### src/rtl/change_dispenser_pkg.sv
// Shared coin definitions for the vending machine payout path: denomination
// indices, cent values and the dispenser state encoding.
package change_dispenser_pkg;

    localparam int unsigned NUM_DENOMS = 5;

    localparam logic [2:0] IDX_NICKEL  = 3'd0;
    localparam logic [2:0] IDX_DIME    = 3'd1;
    localparam logic [2:0] IDX_QUARTER = 3'd2;
    localparam logic [2:0] IDX_HALF    = 3'd3;
    localparam logic [2:0] IDX_DOLLAR  = 3'd4;

    typedef enum logic [2:0] {
        ST_IDLE,
        ST_SELECT,
        ST_PULSE,
        ST_WAIT,
        ST_DONE,
        ST_FAULT
    } state_t;

    function automatic logic [12:0] coin_cents(input logic [2:0] idx);
        case (idx)
            IDX_NICKEL:  coin_cents = 13'd5;
            IDX_DIME:    coin_cents = 13'd10;
            IDX_QUARTER: coin_cents = 13'd25;
            IDX_HALF:    coin_cents = 13'd50;
            IDX_DOLLAR:  coin_cents = 13'd100;
            default:     coin_cents = 13'd0;
        endcase
    endfunction

endpackage

### src/rtl/change_dispenser_timer.sv
// dispense_timer: loadable down-counter that parks at zero; shared by the
// eject pulse width and the drop-sense timeout.
module dispense_timer #(
    parameter int unsigned WIDTH = 8
) (
    input  logic             clk,
    input  logic             rst,
    input  logic             i_load,
    input  logic [WIDTH-1:0] i_load_value,
    input  logic             i_en,
    output logic             o_zero
);

    logic [WIDTH-1:0] r_count;

    always_ff @(posedge clk or posedge rst) begin
        if (rst) begin
            r_count <= '0;
        end else if (i_load) begin
            r_count <= i_load_value;
        end else if (i_en && (r_count != '0)) begin
            r_count <= r_count - WIDTH'(1);
        end
    end

    assign o_zero = (r_count == '0);

endmodule

### src/rtl/change_dispenser.sv
// change_dispenser: pays out latched change counts largest coin first, one
// hopper eject pulse at a time, confirming each coin on its drop sensor.
module change_dispenser
    import change_dispenser_pkg::*;
#(
    parameter int unsigned PULSE_CYCLES   = 4,
    parameter int unsigned TIMEOUT_CYCLES = 64
) (
    input  logic        clk,
    input  logic        rst,
    input  logic        start,
    input  logic [4:0]  nickel_in,
    input  logic [4:0]  dime_in,
    input  logic [4:0]  quarter_in,
    input  logic [4:0]  half_dollar_in,
    input  logic [4:0]  dollar_in,
    input  logic [4:0]  drop_sense,
    input  logic        clear,
    output logic [4:0]  eject,
    output logic        busy,
    output logic        done,
    output logic        fault,
    output logic [2:0]  fault_code,
    output logic [12:0] paid_cents
);

    localparam int unsigned TMR_MAX = (PULSE_CYCLES > TIMEOUT_CYCLES) ? PULSE_CYCLES : TIMEOUT_CYCLES;
    localparam int unsigned TMR_W   = $clog2(TMR_MAX + 1);
    localparam logic [TMR_W-1:0] PULSE_LOAD   = TMR_W'(PULSE_CYCLES - 1);
    localparam logic [TMR_W-1:0] TIMEOUT_LOAD = TMR_W'(TIMEOUT_CYCLES - 1);

    state_t             r_state;
    state_t             w_next;
    logic [2:0]         r_cur;
    logic [4:0]         r_count [NUM_DENOMS];
    logic [2:0]         w_sel_idx;
    logic               w_sel_any;
    logic               w_drop;
    logic [4:0]         w_cur_onehot;
    logic               w_tmr_load;
    logic [TMR_W-1:0]   w_tmr_value;
    logic               w_tmr_en;
    logic               w_tmr_zero;
    logic [4:0]         r_eject;
    logic               r_busy;
    logic               r_done;
    logic               r_fault;
    logic [2:0]         r_fault_code;
    logic [12:0]        r_paid;

    dispense_timer #(.WIDTH(TMR_W)) u_timer (
        .clk          (clk),
        .rst          (rst),
        .i_load       (w_tmr_load),
        .i_load_value (w_tmr_value),
        .i_en         (w_tmr_en),
        .o_zero       (w_tmr_zero)
    );

    // Priority encoder: ascending scan, so the highest nonzero index wins.
    always_comb begin
        w_sel_idx = '0;
        w_sel_any = 1'b0;
        for (int unsigned i = 0; i < NUM_DENOMS; i++) begin
            if (r_count[i] != '0) begin
                w_sel_idx = 3'(i);
                w_sel_any = 1'b1;
            end
        end
    end

    assign w_drop       = ((r_state == ST_PULSE) || (r_state == ST_WAIT)) && drop_sense[r_cur];
    assign w_cur_onehot = 5'b00001 << r_cur;

    always_comb begin
        w_next      = r_state;
        w_tmr_load  = 1'b0;
        w_tmr_value = '0;
        w_tmr_en    = 1'b0;
        case (r_state)
            ST_IDLE:   if (start) w_next = ST_SELECT;
            ST_SELECT: begin
                w_tmr_load  = 1'b1;
                w_tmr_value = PULSE_LOAD;
                w_next      = w_sel_any ? ST_PULSE : ST_DONE;
            end
            ST_PULSE: begin
                if (w_drop) begin
                    w_next = ST_SELECT;
                end else if (w_tmr_zero) begin
                    w_next      = ST_WAIT;
                    w_tmr_load  = 1'b1;
                    w_tmr_value = TIMEOUT_LOAD;
                end else begin
                    w_tmr_en = 1'b1;
                end
            end
            ST_WAIT: begin
                if (w_drop)          w_next = ST_SELECT;
                else if (w_tmr_zero) w_next = ST_FAULT;
                else                 w_tmr_en = 1'b1;
            end
            ST_DONE:   w_next = ST_IDLE;
            ST_FAULT:  if (clear) w_next = ST_IDLE;
            default:   w_next = ST_IDLE;
        endcase
    end

    // Outputs are registered from the current state, so each trails its state by one edge.
    always_ff @(posedge clk or posedge rst) begin
        if (rst) begin
            r_state      <= ST_IDLE;
            r_cur        <= '0;
            r_eject      <= '0;
            r_busy       <= 1'b0;
            r_done       <= 1'b0;
            r_fault      <= 1'b0;
            r_fault_code <= '0;
            r_paid       <= '0;
            for (int unsigned i = 0; i < NUM_DENOMS; i++) r_count[i] <= '0;
        end else begin
            r_state <= w_next;
            r_eject <= ((r_state == ST_PULSE) && !w_drop) ? w_cur_onehot : '0;
            r_busy  <= ((r_state == ST_IDLE) && start) || (r_state == ST_SELECT) ||
                       (r_state == ST_PULSE) || (r_state == ST_WAIT);
            r_done  <= (r_state == ST_DONE);
            r_fault <= (r_state == ST_FAULT) && !clear;
            if (r_state == ST_FAULT) r_fault_code <= r_cur;
            if ((r_state == ST_IDLE) && start) begin
                r_count[IDX_NICKEL]  <= nickel_in;
                r_count[IDX_DIME]    <= dime_in;
                r_count[IDX_QUARTER] <= quarter_in;
                r_count[IDX_HALF]    <= half_dollar_in;
                r_count[IDX_DOLLAR]  <= dollar_in;
                r_paid               <= '0;
            end
            if ((r_state == ST_SELECT) && w_sel_any) r_cur <= w_sel_idx;
            if (w_drop) begin
                r_count[r_cur] <= r_count[r_cur] - 5'd1;
                r_paid         <= r_paid + coin_cents(r_cur);
            end
        end
    end

    assign eject      = r_eject;
    assign busy       = r_busy;
    assign done       = r_done;
    assign fault      = r_fault;
    assign fault_code = r_fault_code;
    assign paid_cents = r_paid;

endmodule
### config.mk
export PLATFORM = sky130hd
export DESIGN_NAME = change_dispenser
export DESIGN_NICKNAME = d
export VERILOG_FILES = /design/src/rtl/change_dispenser_pkg.sv /design/src/rtl/change_dispenser_timer.sv /design/src/rtl/change_dispenser.sv
export SDC_FILE = /design/constraint.sdc
export NUM_CORES = 1
export LEC_CHECK = 0
export ABC_AREA = 1
export CORE_ASPECT_RATIO = 0.9
export CORE_MARGIN = 4
export CORE_UTILIZATION = 45
export CTS_BUF_LIST = sky130_fd_sc_hd__clkbuf_8 sky130_fd_sc_hd__clkbuf_16
export DETAILED_ROUTE_END_ITERATION = 8
export HOLD_SLACK_MARGIN = 0.06
export PLACE_DENSITY = 0.8
export SLEW_MARGIN = 10
export SYNTH_ARGS = -nofsm -noshare
export SYNTH_HDL_FRONTEND = slang
export SYNTH_HIERARCHICAL = 1
export SYNTH_SLANG_ARGS = --single-unit
export TNS_END_PERCENT = 30
### constraint.sdc
create_clock -name clk -period 2.4 [get_ports clk]
set_clock_uncertainty 0.2 [all_clocks]
set_input_delay 0.48 -clock clk [delete_from_list [all_inputs] [get_ports clk]]
set_output_delay 0.48 -clock clk [all_outputs]
set_load 0.01 [all_outputs]
; Word-level counts from Yosys, hierarchy flattened
; Index checks and enable logic that the tools add are counted.
[totals]
reg_bits = 62
in_bits = 34
elab_cells = 104
[op_classes]
add_sub_neg = 3
n_lt_le_gt_ge = 3
n_eq_ne = 13
shift = 1
muxes = 43
bitwise = 1
reduce_logical = 26
[ops]
columns = op, count
row1 = 25-bit two-way mux, 2
row2 = 13-bit two-way mux, 3
row3 = 7-bit one-hot mux with 5 select lines, 1
row4 = 3-bit two-way mux, 10
row5 = 25-bit bitwise mux, 1
row6 = 5-bit nonzero test, 5
row7 = 5-bit two-way mux, 4
row8 = 5-bit binary-select mux with 3-bit select, 1
row9 = 5-bit demux with 3-bit select, 1
row10 = 3-bit one-hot mux with 5 select lines, 1
row11 = 7-bit two-way mux, 2
row12 = 13-bit adder, 1
row13 = 3-bit by 2-bit == test with 1-bit output (second input constant), 4
row14 = 1-bit two-way mux, 12
row15 = 6-bit two-way mux, 2
row16 = 6-bit one-hot mux with 2 select lines, 1
row17 = 3-bit == test (second input constant), 3
row18 = 1-bit logical AND, 7
row19 = 7-bit zero test, 1
row20 = 7-bit nonzero test, 1
row21 = 7-bit by 1-bit subtractor with 7-bit output (second input constant), 1
row22 = 3-bit by 1-bit == test with 1-bit output (second input constant), 2
row23 = 3-bit zero test, 2
row24 = 3-bit by 2-bit != test with 1-bit output (second input constant), 2
row25 = other kinds (14), 20

; Logic depth before layout (Yosys ltp)
; Gate-level depths: netlist (run 1).
[depth]
depth_word = 8
depth_mapped = 14
ltp_nobuf = 13

; By module
; Netlist (run 1), hierarchy kept.
[modules_own_cells]
columns = mod, n_inst, cells_each, area_per_inst_um2, seq_area_each_um2
row1 = change_dispenser, 1, 496, 3417.0, 1376.3
row2 = dispense_timer, 1, 74, 509.2, 175.2

; Worst setup path after synthesis (run 1)
; Ideal clock, no wire load.
[synth_path]
path_type = flip-flop to flip-flop
start = reg r_cur[0]
end = reg r_paid[8], in the netlist paid_cents[8]
setup_time_ns = 0.117
t_arrival_ns = 2.117
required_ns = 2.083
setup_slack_ns = -0.034
path_stages_with_launch = 13
n_path_buf = 2
cell_sequence = dfrtp_1 > buf_6 > buf_4 > nor2_1 > ha_1 > fa_1 > nand2_1 > o21ai_0 > nand2_1 > nand3_1 > or2_2 > nand3_1 > nand2_1
[synth_between]
elab_chain_cells = 5
[synth_lines]
columns = item, line
row1 = "start, declared", change_dispenser.sv:34  ; logic [2:0] r_cur;
row2 = "start signal, assigned", change_dispenser.sv:137  ; if ((r_state == ST_SELECT) && w_sel_any) r_cur <= w_sel_idx;
row3 = 3-bit == test (tied with other cells), change_dispenser_pkg.sv:23  ; case (idx)
row4 = 7-bit one-hot mux with 5 select lines, change_dispenser_pkg.sv:23
row5 = 13-bit two-way mux, change_dispenser.sv:138  ; if (w_drop) begin
row6 = 13-bit adder, change_dispenser.sv:140  ; r_paid <= r_paid + coin_cents(r_cur);
row7 = 13-bit two-way mux, change_dispenser.sv:138
row8 = "end signal, assigned", change_dispenser.sv:140
row9 = "end, declared", change_dispenser.sv:49  ; logic [12:0] r_paid;
; Several ways; a longest one is shown, not always the timed one. The select of a mux whose other input is x is not followed.
; A chain may end at the register's enable or synchronous reset.

; Worst setup path after layout (run 1)
[layout_path]
start = reg r_cur[1]
end = reg r_paid[8], in the netlist paid_cents[8]
; The elaborated chain is that of the path after synthesis.

==> impl_results.md, run 1 <==
* Critical Path RT at approximately 2.4 ns
* Drt wl/cell at 13.3 µm
* H-tree depth at 3
* Cell area after synthesis at slightly below 4000 µm²
* Pint at roughly 3.4 mW
* Netlist cell types at 38
* Clock Latency Late Sink at 0.35 ns
* First-pass GRT wire length at 17200 µm
* Initial antenna violation count at 0
* Metal2 WL at 4510 µm
* Num CTS Buffers at 9
* Largest net degree at the start of global routing at 28
* Yosys warns at 6
* Post-Syn Area per Cell at about 6.9 µm²
* GRT overflow at 0
* Routed wl met3 at between 700 and 800 µm
* Worst-path clk slew at 0.07 ns
* Min-delay worst type: in2async
* DP Wirelength at around 7700 µm
* Peak Freq at 433 MHz
* Syn nets at 614
* CP Launch Type: flop
* DR pass1 iterations at 5
* Sw frac at 49.4%
* Reg2reg path depth at 11
* Leak pwr at 2.50 nW
* Power Density at 1360 nW/µm²
* Sequential Power Share at 27.4%
* Pwr Total at 6.74 mW
* Max Transition Viols Final at 0
* IO Port Bufs at 57
* Fin Hold WS at 0.236 ns
* Clock sink count at 62
* Clock period minus worst slack at around 2.3 ns
* Vias per cell at 5.16
* Die X-Extent at 106 µm
* RSZ-0062 raised after global routing: yes
* GP Congestion at just under 0.9
* Die height at 96.6 µm
* Final Hold Fails at 0
* Clk pwr share at 12.5%
* Most frequent cells in the layout: nand2_1, dfrtp_1, clkdlybuf4s50_1
* Total Wirelength at 10200 µm
* Gate power share at 60.1%
* Gate Count Post-Synth at 570
* Share of cells above drive strength 1 at 13.1%
* Net Switching at 3.33 mW
* Total number of vias at slightly below 4000
* Core Area at between 8000 and 9000 µm²
* Crit path kind: reg2reg
* Final setup viols at 0
* Run status: finished clean
* Final net count at slightly below 700
* Maximum fanout along the worst path at 7
* TritonCTS clock tree: built
* Max cap viols at 0
* Maximum VDD drop at 0.584 mV
* CTS max path bufs at 2
* Ports at 58
* Number of global-route vias before repair at 3690
* Synth top area cells: dfrtp_1, nand2_1, nand3_1
* Crit. End Element: flop
* Drt drc at 0
* Fin crit share at a little over nine tenths
* Post-synth top area share at 39.5%
* Most common cell after layout, fill and taps aside: nand2_1
* Synth Register Bits at 62
* N_diodes at 0
* Sequential element share of the synthesized area at around 40%
* Initial Util at 46.0%
* Core Rows at 32
* Die area at 10300 µm²
* CTS Root Cell: clkbuf_8
* M1 wire length at 4710 µm
* Top Metal Used: met4
* Layout area overhead at 26.1%
* Detail Route Antenna Nets at 0
* DRT iter0 DRCs at approximately 310
* Gr usage total at 20.5%
* Crit path DAT at 2.35 ns
* Largest area contributor in the netlist: dfrtp_1
-- critical path: stages, from the launching register on --
cell      delay (ns)
dfrtp_2         0.46
nor2_2          0.20
nand2_2         0.11
nand2_1         0.10
ha_1            0.26
inv_1           0.10
o21bai_1        0.10
nand3_1         0.10
nand3_2         0.14
or2_2           0.30
nand3_1         0.08
nand2_1         0.05
-- final timing paths --
check                      slack [ns]            endpoint           from
setup / recovery                 0.09       paid_cents[8]       r_cur[1]
hold / removal                   0.24  u_timer/r_count[1]            rst
setup reg to reg                 0.09       paid_cents[8]       r_cur[1]
hold reg to reg                  0.29       fault_code[2]  fault_code[2]
max in group asynchronous        1.12            eject[3]            rst
min in group clk                 0.29       fault_code[2]  fault_code[2]
-- registers in the layout, indices dropped and copies added, names as in the netlist --
signal           cells
fault_code           3
r_cur                3
paid_cents          13
eject                5
done                 1
fault                1
r_count             25
r_state              3
u_timer/r_count      7
busy                 1
-- layer usage --
metal,global-route usage (%),vias up
met4,6.49,0
met3,4.40,19
met2,31.2,159
li1,-,1964
met5,0,-
met1,29.2,1825
-- kinds of logic after synthesis --
logic type	count (synthesis)	synth area share, %
compound gates	59	8.76
other cells	1	0.0955
buf+inv	72	8.03
fa+ha+maj	10	3.38
simple gates	365	39.8
xor+xnor	1	0.414
flops	62	39.5
-- final cells by class --
cell class / instances / area (µm²)
Fill cell: 803 / 3580
Multi-Input combinational cell: 436 / 2110
Sequential cell: 62 / 1560
Timing Repair Buffer: 77 / 737
Inverter: 59 / 224
Tap cell: 119 / 149
Clock buffer: 10 / 138
Clock inverter: 6 / 37.5
-- through the flow --
step                      utilization [%]  setup TNS, ns  setup slack [ns]  cell area [µm²]  std cells
after detailed placement             55.3              0            0.0207             4720        753
final                                58.0              0            0.0907             4950        769
after floorplan                         -              0           0.00404             3930        570
after CTS                            57.4              0           0.00481             4890        769
after global placement               55.3              0             0.106             4720        753
after global routing                 58.0         -0.132           -0.0306             4950        769
-- what timing repair did --
item | in CTS | in global routing
hold endpoints to repair | 0 | 0
buffers inserted | 0 | 0
resized for setup | 0 | 18
hold buffers | 0 | 0
setup endpoints to repair | 0 | 23
-- cell usage after synthesis --
cell	n
a21oi_1	7
a21oi_2	1
a21oi_4	1
a31oi_1	3
buf_2	7
buf_4	3
buf_6	2
clkbuf_8	1
clkinv_1	2
conb_1	1
dfrtp_1	62
fa_1	1
ha_1	9
inv_1	49
inv_2	8
nand2_1	231
nand2_2	4
nand2_4	2
nand3_1	55
nand3b_1	2
nand4_1	8
nand4_2	1
nor2_1	41
nor2_2	9
nor2_4	1
nor3_1	4
nor3_4	1
nor4_1	1
o211ai_1	1
o21a_1	5
o21ai_0	24
o21ai_1	12
o21bai_1	1
o21bai_2	1
o22ai_1	1
o31ai_1	2
or2_2	5
xor2_2	1
-- power groups by stage --
stage	clock (mW)	combinational (mW)	sequential, mW
2_1_floorplan	0	2.83	1.77
3_3_place_gp	0	3.74	1.83
3_5_place_dp	0	3.87	1.84
4_1_cts	0.845	3.90	1.82
5_1_grt	0.904	4.57	1.90
6_report	0.842	4.05	1.85
Note: power is estimated with default switching activity, not from simulation.
==> run 2, diff against run 1 <==
--- a/config.mk
+++ b/config.mk
@@ -11,8 +11,9 @@
 export CORE_UTILIZATION = 45
 export CTS_BUF_LIST = sky130_fd_sc_hd__clkbuf_8 sky130_fd_sc_hd__clkbuf_16
 export DETAILED_ROUTE_END_ITERATION = 8
+export GPL_TIMING_DRIVEN = 0
 export HOLD_SLACK_MARGIN = 0.06
-export PLACE_DENSITY = 0.8
+export PLACE_DENSITY = 0.71
 export SLEW_MARGIN = 10
 export SYNTH_ARGS = -nofsm -noshare
 export SYNTH_HDL_FRONTEND = slang
==> run 2 against run 1 <==
  * Count of clock-buffer cells in the layout unchanged
  * Sequential share of layout area shrank 1.8 points
  * Critical endpoint unchanged
  * Global-route usage rose by 0.83 points
  * Critical path type unchanged
==> impl_results.md, run 2 (synthesis results as in run 1) <==
* Min-delay worst type: in2async
* Clock period minus worst slack at 2.38 ns (+0.0698 ns)
* GRT overflow at 0 (unchanged)
* RSZ-0062 raised after global routing: yes
* Total Wirelength at 10900 µm (+7.0%)
* Core Area at 8530 µm² (unchanged)
* Run status: finished clean
* Vias per cell at 5.14 (-0.39%)
* Core Rows at 32 (unchanged)
* Drt drc at 0 (unchanged)
* Max reg flops at 25 (unchanged)
* Slew margin rel. at 64.8%
* Drt wl/cell at 14.0 µm (+5.6%)
* H-tree depth at 3 (unchanged)
* DR pass1 iterations at 5 (unchanged)
* Final instance area at 5240 µm² (+5.9%)
* Detail Route Antenna Nets at 0 (unchanged)
* IO Port Bufs at 57 (unchanged)
* TritonCTS clock tree: built
* Most frequent cells in the layout: nand2_1, dfrtp_1, clkdlybuf4s50_1
* Clock Latency Late Sink at 0.35 ns (about the same)
* Total number of vias at 4003 (+0.91%)
* Die X-Extent at 106 µm (unchanged)
* Max cap viols at 0 (unchanged)
* Ports at 58 (unchanged)
* N_diodes at 0 (unchanged)
* Crit path DAT at 2.42 ns (+0.07 ns)
* Final setup viols at 0 (unchanged)
* Die height at 96.6 µm (unchanged)
* Critical Path RT at 2.44 ns (about the same)
* Fin Hold WS at 0.227 ns (-0.00845 ns)
* Worst-path clk slew at 0.07 ns (about the same)
* Power Density at 1440 nW/µm² (+5.4%)
* Gr usage total at 21.3% (+0.83 points)
* Leak pwr at 2.62 nW (+4.4%)
* DP Wirelength at 7690 µm (+0.13%)
* Initial antenna violation count at 0 (unchanged)
* Largest net degree at the start of global routing at 36 (+29%)
* Layout area overhead at 33.5%
* Final net count at 699 (+1.5%)
* Placed cell areas at 4670 µm² (-1.0%)
* Number of global-route vias before repair at 3732 (+1.1%)
* CTS max path bufs at 2 (unchanged)
* Most common cell after layout, fill and taps aside: nand2_1
* Crit. End Element: flop
* Crit path kind: reg2reg
* CTS Root Cell: clkbuf_8
* First-pass GRT wire length at 17800 µm (+3.3%)
* Num CTS Buffers at 9 (unchanged)
* Peak Freq at 420 MHz (-2.9%)
* Share of cells above drive strength 1 at 16.7% (+3.6 points)
* Hold buffers post-CTS at 0 (unchanged)
* Maximum VDD drop at 0.702 mV (+20%)
* Tightest Pin Transition at 0.526 ns
* Fin crit share at 99.1% (+2.9 points)
* CP Launch Type: flop
* Largest register by flop count: r_count
* Maximum fanout along the worst path at 10 (+3)
* Initial Util at 46.0% (unchanged)
* Max Transition Viols Final at 0 (unchanged)
* Final Hold Fails at 0 (unchanged)
* Die area at 10300 µm² (unchanged)
* Clock sink count at 62 (unchanged)
* DRT iter0 DRCs at 254 (-19%)
* GP Congestion at 0.854 (-4.1%)
[run 2: per-stage QoR]
stage | power [mW] | setup slack [ns] | util (%) | TNS (ns) | cells
after floorplan | 4.60 | 0.00404 | - | 0 | 570
after global placement | 5.53 | -0.763 | 54.5 | -45.37 | 746
after detailed placement | 5.67 | -0.481 | 54.8 | -4.15 | 747
after CTS | 6.87 | -0.0344 | 58.4 | -0.0344 | 767
after global routing | 8.18 | -0.0767 | 61.5 | -0.306 | 779
final | 7.53 | 0.0209 | 61.5 | 0 | 779
[run 2: final cells by class]
class | count | area, µm²
fillers | 792 | 3290
multi-input cells | 436 | 2240
flip-flops and latches | 62 | 1550
repair buffers | 74 | 723
inverters | 59 | 238
well taps | 119 | 149
clock buffers | 10 | 138
plain buffers | 13 | 126
clock inverters | 6 | 77.6
[run 2: repair_timing]
item | in CTS | in global routing
endpoints found under the setup margin | 13 | 19
endpoints found under the hold margin | 0 | 0
gates resized for setup | 15 | 43
buffers inserted | 4 | 12
gates cloned | 0 | 0
pin swaps | 0 | 10
[run 2: metal layers]
layer	routed length (µm)	vias to the layer above	GRT usage, %
met3	620	21	4.14
met5	0	-	0
li1	-	1978	-
met1	5010	1882	30.5
met4	218	0	5.21
met2	5060	122	33.3
[run 2: report_power, final]
part	internal (mW)	switching [mW]	leakage [nW]
clock	0.603	0.431	0.119
combinational	1.90	2.78	1.70
sequential	1.46	0.349	0.795
[run 2: worst paths after layout]
path,slack (ns),depth (start not counted),startpoint,to
setup / recovery,0.02,12,r_cur[0],paid_cents[8]
hold / removal,0.23,2,rst,u_timer/r_count[1]
setup reg to reg,0.02,12,r_cur[0],paid_cents[8]
hold reg to reg,0.28,2,fault_code[2],fault_code[2]
max in group asynchronous,1.14,3,rst,r_cur[1]
min in group clk,0.28,2,fault_code[2],fault_code[2]
[run 2: worst max-delay path, cell delays in order, from the launching register on]
cell and delay, ns:
dfrtp_1 0.43, buf_6 0.13, buf_8 0.13, nor2_4 0.04
ha_2 0.18, fa_2 0.35, nand2_2 0.08, o21ai_2 0.09
nand2_1 0.09, nand3_2 0.13, or2_2 0.30, nand3_1 0.08
nand2_1 0.05
